===== src/rtl/xmr_probe_pkg.sv =====
// Shared types and helpers for the xmr_probe_bank channel bank and its probe port.
package xmr_probe_pkg;

   typedef enum logic {MODE_TOGGLE, MODE_COUNT} ch_mode_e;

   // One extra MSB beyond what NUM_CH needs, so out-of-range indices can be requested.
   function automatic int ch_idx_w(input int n);
      return $clog2(n) + 1;
   endfunction

endpackage


===== src/rtl/xmr_probe_channel.sv =====
// One channel: prescale counter, WIDTH-bit state register (toggle or count) and update tick.
module xmr_probe_channel
   import xmr_probe_pkg::*;
#(
   parameter int WIDTH = 8,
   parameter int DIV_W = 8
)(
   input  logic             clk,
   input  logic             rst,
   input  logic             en_i,
   input  ch_mode_e         mode_i,
   input  logic [DIV_W-1:0] div_i,
   output logic [WIDTH-1:0] state_o,
   output logic             tick_o
);

   logic [DIV_W-1:0] cnt_q, cnt_d;
   logic [WIDTH-1:0] state_q, state_d;
   logic             tick_q, tick_d;

   // ">=" so that lowering div below the running count fires on the very next cycle.
   always_comb begin
      cnt_d   = cnt_q;
      state_d = state_q;
      tick_d  = 1'b0;
      if (!en_i) begin
         cnt_d = '0;
      end else if (cnt_q >= div_i) begin
         cnt_d  = '0;
         tick_d = 1'b1;
         if (mode_i == MODE_COUNT) state_d = state_q + WIDTH'(1);
         else                      state_d = ~state_q;
      end else begin
         cnt_d = cnt_q + DIV_W'(1);
      end
   end

   always_ff @(posedge clk) begin
      if (rst) begin
         cnt_q   <= '0;
         state_q <= '0;
         tick_q  <= 1'b0;
      end else begin
         cnt_q   <= cnt_d;
         state_q <= state_d;
         tick_q  <= tick_d;
      end
   end

   assign state_o = state_q;
   assign tick_o  = tick_q;

endmodule


===== src/rtl/xmr_probe_bank.sv =====
// NUM_CH prescaled toggle/count channels with a one-outstanding snapshot probe port.
// Optional feature macro: XMR_PROBE_PARITY_EN adds probe_rsp_parity.
module xmr_probe_bank
   import xmr_probe_pkg::*;
#(
   parameter int NUM_CH = 4,
   parameter int WIDTH  = 8,
   parameter int DIV_W  = 8
)(
   input  logic                        clk,
   input  logic                        rst,
   input  logic [NUM_CH-1:0]           ch_en,
   input  logic [NUM_CH-1:0]           ch_mode,
   input  logic [DIV_W-1:0]            div,
   output logic [NUM_CH*WIDTH-1:0]     ch_state,
   output logic [NUM_CH-1:0]           ch_tick,
   input  logic                        probe_req_valid,
   input  logic [ch_idx_w(NUM_CH)-1:0] probe_req_ch,
   output logic                        probe_req_ready,
   output logic                        probe_rsp_valid,
   input  logic                        probe_rsp_ready,
   output logic [WIDTH-1:0]            probe_rsp_data,
   output logic                        probe_rsp_err
`ifdef XMR_PROBE_PARITY_EN
   ,output logic                       probe_rsp_parity
`endif
);

   localparam int IDX_W = ch_idx_w(NUM_CH);

   logic [WIDTH-1:0] state_w [NUM_CH];

   for (genvar i = 0; i < NUM_CH; i++) begin : g_ch
      xmr_probe_channel #(
         .WIDTH (WIDTH),
         .DIV_W (DIV_W)
      ) u_ch (
         .clk     (clk),
         .rst     (rst),
         .en_i    (ch_en[i]),
         .mode_i  (ch_mode_e'(ch_mode[i])),
         .div_i   (div),
         .state_o (state_w[i]),
         .tick_o  (ch_tick[i])
      );
      assign ch_state[i*WIDTH +: WIDTH] = state_w[i];
   end

   logic [WIDTH-1:0] sel_data;
   logic             sel_err;

   always_comb begin
      sel_data = '0;
      sel_err  = (probe_req_ch >= IDX_W'(NUM_CH));
      for (int i = 0; i < NUM_CH; i++) begin
         if (probe_req_ch == IDX_W'(i)) sel_data = state_w[i];
      end
   end

   // Handshake: a request is taken when valid && ready; ready is high whenever the
   // response slot is empty or is being drained this cycle, so a drain and a new
   // accept in the same cycle refill the slot with no bubble. The response holds
   // valid/data/err stable until rsp_ready.
   logic             rsp_valid_q, rsp_valid_d;
   logic [WIDTH-1:0] rsp_data_q, rsp_data_d;
   logic             rsp_err_q, rsp_err_d;
   logic             req_accept;

   assign probe_req_ready = !rsp_valid_q || probe_rsp_ready;
   assign req_accept      = probe_req_valid && probe_req_ready;

   always_comb begin
      rsp_valid_d = rsp_valid_q;
      rsp_data_d  = rsp_data_q;
      rsp_err_d   = rsp_err_q;
      if (req_accept) begin
         rsp_valid_d = 1'b1;
         rsp_data_d  = sel_data;
         rsp_err_d   = sel_err;
      end else if (probe_rsp_ready) begin
         rsp_valid_d = 1'b0;
      end
   end

   always_ff @(posedge clk) begin
      if (rst) begin
         rsp_valid_q <= 1'b0;
         rsp_data_q  <= '0;
         rsp_err_q   <= 1'b0;
      end else begin
         rsp_valid_q <= rsp_valid_d;
         rsp_data_q  <= rsp_data_d;
         rsp_err_q   <= rsp_err_d;
      end
   end

   assign probe_rsp_valid = rsp_valid_q;
   assign probe_rsp_data  = rsp_data_q;
   assign probe_rsp_err   = rsp_err_q;

`ifdef XMR_PROBE_PARITY_EN
   // sel_data is zero for an out-of-range index, so err responses carry parity 0.
   logic parity_q, parity_d;

   always_comb begin
      parity_d = parity_q;
      if (req_accept) parity_d = ^sel_data;
   end

   always_ff @(posedge clk) begin
      if (rst) parity_q <= 1'b0;
      else     parity_q <= parity_d;
   end

   assign probe_rsp_parity = parity_q;
`endif

endmodule


===== config.mk =====
export PLATFORM = sky130hd
export DESIGN_NAME = xmr_probe_bank
export DESIGN_NICKNAME = d
export VERILOG_FILES = /design/src/rtl/xmr_probe_pkg.sv /design/src/rtl/xmr_probe_channel.sv /design/src/rtl/xmr_probe_bank.sv
export SDC_FILE = /design/constraint.sdc
export NUM_CORES = 1
export LEC_CHECK = 0
export ABC_CLOCK_PERIOD_IN_PS = 6100
export CELL_PAD_IN_SITES_DETAIL_PLACEMENT = 1
export CELL_PAD_IN_SITES_GLOBAL_PLACEMENT = 1
export CORE_AREA = 8 8 110 112
export DETAILED_ROUTE_END_ITERATION = 7
export DIE_AREA = 0 0 118 120
export PLACE_DENSITY = 0.84
export SYNTH_ARGS = -nofsm -noshare
export SYNTH_HDL_FRONTEND = slang
export SYNTH_SLANG_ARGS = --single-unit
export TNS_END_PERCENT = 5

===== constraint.sdc =====
create_clock -name clk -period 6.1 [get_ports clk]
set_clock_uncertainty 0.2 [all_clocks]
set_input_delay 1.22 -clock clk [delete_from_list [all_inputs] [get_ports clk]]
set_output_delay 1.22 -clock clk [all_outputs]
set_load 0.005 [all_outputs]

# Word-level counts from Yosys, hierarchy flattened
# Cells that the tools add are included.
op_classes:
  addsub: 8
  magnitude_cmp: 5
  eq_ne: 3
  n_mux: 14
  bitwise: 8
  reduce_logical: 17
ops:
  columns: ["operator", "n"]
  rows:
  - ["$add A8 B1 Y8 const B", 8]
  - ["$mux W8", 8]
  - ["$ge A8 B8 Y1", 4]
  - ["$not A8 Y8", 4]
  - ["$reduce_or A3 Y1", 4]
  - ["$reduce_and A2 Y1", 4]
  - ["$reduce_or A2 Y1", 4]
  - ["$eq A3 B2 Y1 const B", 2]
  - ["$mux W1", 6]
  - ["$not A1 Y1", 4]
  - ["$eq A3 B1 Y1 const B", 1]
  - ["$ge A3 B3 Y1 const B", 1]
  - ["$logic_not A3 Y1", 1]
  - ["$reduce_bool A2 Y1", 1]
  - ["$logic_and A1 B1 Y1", 1]
  - ["$logic_not A1 Y1", 1]
  - ["$logic_or A1 B1 Y1", 1]
word_totals:
  reg_bits: 78
  input_bits: 23
  out_inout_bits: 47
  elab_cells: 70

# Logic depth before layout (Yosys ltp)
logic_depth:
  word_depth: 5
  ltp_mapped: 8
  mapped_depth_nobuf: 7

# Hierarchy
# A second synthesis with hierarchy kept.
hier_totals:
  cells_unflattened: 517
  hier_area_um2: 4604.4
by_module_without_submodules:
  columns: ["module", "instances", "cells_per_inst", "area_each_um2", "seq_area_each_um2"]
  rows:
  - ["xmr_probe_channel", 4, 120, 1018.5, 340.3]
  - ["xmr_probe_bank", 1, 37, 530.5, 200.2]

# Least setup slack after synthesis
# No wires, ideal clock.
synth_path:
  kind: "input-to-reg"
  from: "in div[0]"
  to: "reg g_ch[3].u_ch.cnt_q[2]"
  setup_ps: 64
  t_arrival_ps: 2881
  t_required_ps: 5836
  path_slack_ps: 2955
  path_stages: 7
  n_path_buf: 1
  cell_sequence: "ha_1 nand2b_4 a2111o_1 and2_1 or4b_4 buf_6 nor2_1"
synth_via:
  elab_chain_len: 2
synth_rtl:
  columns: ["item", "line", "rtl"]
  rows:
  - ["start, declared", "xmr_probe_bank.sv:14", "input logic [DIV_W-1:0] div,"]
  - ["$ge A8 B8 Y1", "xmr_probe_channel.sv:28", "end else if (cnt_q >= div_i) begin"]
  - ["$reduce_or A3 Y1 (no source line)", null, null]
  - ["end signal, assigned", "xmr_probe_channel.sv:44", "cnt_q <= cnt_d;"]
  - ["end, declared", "xmr_probe_channel.sv:17", "logic [DIV_W-1:0] cnt_q, cnt_d;"]
# No other way between the ends.
# A chain may end at the register's enable or synchronous reset.

# Worst setup path after layout
layout_path:
  from: "in div[0]"
  to: "reg g_ch[0].u_ch.state_q[0]"
layout_via:
  elab_chain_len: 2
layout_rtl:
  columns: ["item", "line", "rtl"]
  rows:
  - ["$ge A8 B8 Y1", "xmr_probe_channel.sv:28", null]
  - ["$reduce_and A2 Y1 (no source line)", null, null]
  - ["end signal, assigned", "xmr_probe_channel.sv:45", "state_q <= state_d;"]
  - ["end, declared", "xmr_probe_channel.sv:18", "logic [WIDTH-1:0] state_q, state_d;"]
# No other way between the ends.

==> impl_metrics.tcl <==
set metrics [dict create \
    status "finished clean" \
    dr_wl_met3_um 571 \
    placed_area_sq_um 5106 \
    core_sq_um 10510 \
    max_freq_mhz 256.4 \
    yosysUniqueCellTypes 40 \
    cts.clk_slew.worst_paths_ps 80 \
    ys_seq_area_frac 0.3591 \
    timing_worst_setup_path_type "primary input to register" \
    period_share 0.6395 \
    hold_ws_ps 271.8 \
    final_common_cell "dfxtp_1" \
    yosysWarnings 0 \
    slew_headroom 0.2781 \
    rows 38 \
    postCtsResizedCells 0 \
    overflow 0 \
    setup-tns-final_ps 0 \
    grt_use_total 0.1765 \
    avgSynthCellArea_sq_um 8.282 \
    clock_latency_ps 360 \
    hp-start "g_ch[2].u_ch.cnt_q[0]$_SDFF_PP0_" \
    reg2reg_depth 7 \
    htreeDepth 3 \
    die_area_sq_um 14160 \
    synth_ff_type "dfxtp_1" \
    antenna_found_initial 0 \
    viasPerCell 5.500 \
    drt-initial-drc-count 238 \
    wl_per_cell_um 17.13 \
    cts_tree "built" \
    hold_buffers 0 \
    hpwlAfterDp_um 9365 \
    synth-seq-cells 78 \
    power_w 0.001075 \
    netlist.area_leader.share 0.3591 \
    vdd_drop_max_mv 0.09273 \
    arrival_ps 3950 \
    cts_buffer_depth 2 \
    synth_fp_nets 588 \
    initial_core_util 0.4138 \
    yosysTopAreaCell "dfxtp_1" \
    die_w_um 118 \
    wl_met2_um 6049 \
    critPathCapture "g_ch[0].u_ch.state_o[0]$_SDFFE_PP0P_" \
    clkPwrFrac 0.423 \
    grt_max_degree 59 \
    wl_um 12470 \
    utilization 0.5081 \
    ant_nets 0 \
    drc 0 \
    hp-class "register to register" \
    grt_pass1_vias 4253 \
    hold_viol 0 \
    root_buffer "clkbuf_8" \
    internal_power_w 0.0008142 \
    synth-edff-count 0 \
    vias 4004 \
    cts_buffers 9 \
    cts_sinks 78 \
    wl_met1_um 5690 \
    switchingPower_w 0.0002611 \
    drtPass1Iterations 4 \
    leakage_nw 2.085 \
    fin_crit_ps 3901 \
    power_density_nw_per_um2 201.4 \
    rsz0062_at_grt "false" \
    fillers 1267 \
    crit_start "div[0]" \
    reg2reg_slack_ps 3200 \
    r2r-end "g_ch[0].u_ch.state_o[0]$_SDFFE_PP0P_" \
    syn_to_final_growth_pct 22.79 \
    io_pins 70 \
    final_area_sq_um 5339 \
    worst_pin_slew_ps 1083 \
    synth.area.top_cells "dfxtp_1, ha_1, o21ai_0" \
    path_max_fanout 14 \
    worstSetupStartpointType "primary input" \
    setup-violations-final 0 \
    cp.required_ps 6150 \
    reg2reg_from "g_ch[0].u_ch.cnt_q[0]$_SDFF_PP0_" \
    layout_common_cells "dfxtp_1, clkdlybuf4s50_1, nor2_1, o21ai_0, a21oi_1" \
    syn_inst 525 \
    maxSlewViolCount 0 \
    drive_gt1_frac 0.04762 \
    power_frac_comb 0.091 \
    synthArstFlopShare 0 \
    pwr-share-seq 0.486 \
    port_buffers 69 \
    drv_cap 0 \
    antennaDiodeCount 0 \
    end_kind "register" \
    die_h_um 120 \
    syn_area_sq_um 4348 \
    routabilityCongestion 0.8156 \
    cts_setup_buffers 0 \
    nNetsFinal 646 \
    power_switching_share 0.2428 \
    grt_first_pass_wirelength_um 20710 \
    top_layer_used "met4" \
]
power groups by stage:
stage                     logic [W]  clock network, W  registers, W
final                     0.0000980          0.000455      0.000523
after global routing       0.000109          0.000488      0.000524
after CTS                 0.0000992          0.000466      0.000523
after detailed placement  0.0000986                 0      0.000535
after global placement    0.0000928                 0      0.000534
after floorplan           0.0000568                 0      0.000533
state kept, by name, summed over array words and instances (netlist names):
name and cells:
g_ch.u_ch.tick_o 4, g_ch.u_ch.state_o 32, probe_rsp_err 1, probe_rsp_valid 1, g_ch.u_ch.cnt_q 32, probe_rsp_data 8
logic make-up after synthesis:
family                   Yosys count  share of synthesized area
multiplexers                      13                    0.03108
XOR/XNOR                          25                    0.05036
flip-flops                        78                     0.3591
AO/OA/AOI/OAI                    131                     0.1813
AND/OR/NAND/NOR                  189                     0.2153
adder cells (fa/ha/maj)           40                     0.1151
buffers and inverters             49                    0.04777
layer usage:
| metal | global-route usage | vias to the layer above |
|---|---|---|
| met2 | 0.3076 | 62 |
| li1 | - | 1962 |
| met3 | 0.04791 | 16 |
| met4 | 0.06165 | 0 |
| met5 | 0 | - |
| met1 | 0.2050 | 1964 |
synthesized netlist by cell type (2+ instances only):
| cell | instances |
|---|---|
| a2111o_1 | 4 |
| a211oi_1 | 8 |
| a21oi_1 | 43 |
| a2bb2oi_1 | 8 |
| a31oi_1 | 5 |
| and2_1 | 3 |
| and3_1 | 13 |
| buf_4 | 4 |
| clkbuf_1 | 16 |
| dfxtp_1 | 78 |
| ha_1 | 40 |
| inv_1 | 26 |
| mux2_2 | 4 |
| mux2i_1 | 9 |
| nand2_1 | 31 |
| nand2b_1 | 7 |
| nand3_1 | 24 |
| nand4_1 | 6 |
| nand4b_1 | 2 |
| nor2_1 | 64 |
| nor2b_1 | 11 |
| nor3_1 | 2 |
| o21a_1 | 4 |
| o21ai_0 | 50 |
| o21ba_2 | 2 |
| o41ai_1 | 4 |
| or3_1 | 21 |
| xnor2_1 | 8 |
| xor2_1 | 17 |
worst max-delay path, stage by stage:
cell             delay [ps]
clkdlybuf4s50_1         580
ha_1                    260
nand2b_1                150
a2111o_1                430
a21boi_1                690
nand2b_1                260
mux2_2                  350
metrics by stage:
step | std cells | setup WS [ps]
5_1_grt | 728 | 2090
6_report | 728 | 2199
4_1_cts | 728 | 2219
2_1_floorplan | 525 | 2955
3_3_place_gp | 712 | 1944
3_5_place_dp | 712 | 1854
worst min-delay path by stage:
stage	slack (ps)	cells after the start	to
after global placement	240	1	g_ch[2].u_ch.cnt_q[0]$_SDFF_PP0_
after detailed placement	260	1	g_ch[2].u_ch.cnt_q[0]$_SDFF_PP0_
after floorplan	230	1	g_ch[0].u_ch.cnt_q[0]$_SDFF_PP0_
after CTS	280	1	g_ch[2].u_ch.cnt_q[0]$_SDFF_PP0_
final	270	1	g_ch[2].u_ch.cnt_q[0]$_SDFF_PP0_
after global routing	290	1	g_ch[2].u_ch.cnt_q[0]$_SDFF_PP0_
layout make-up:
cell class | instances | area [sq um] | area share
clock buffer | 11 | 151.4 | 0.02836
clock inverter | 5 | 81.33 | 0.01523
inverter | 26 | 97.59 | 0.01828
multi-input combinational | 398 | 2579 | 0.4830
sequential | 78 | 1562 | 0.2925
tap | 140 | 175.2 | 0.03281
timing repair buffer | 70 | 693.2 | 0.1298
Note: power is estimated with default switching activity, not from simulation.
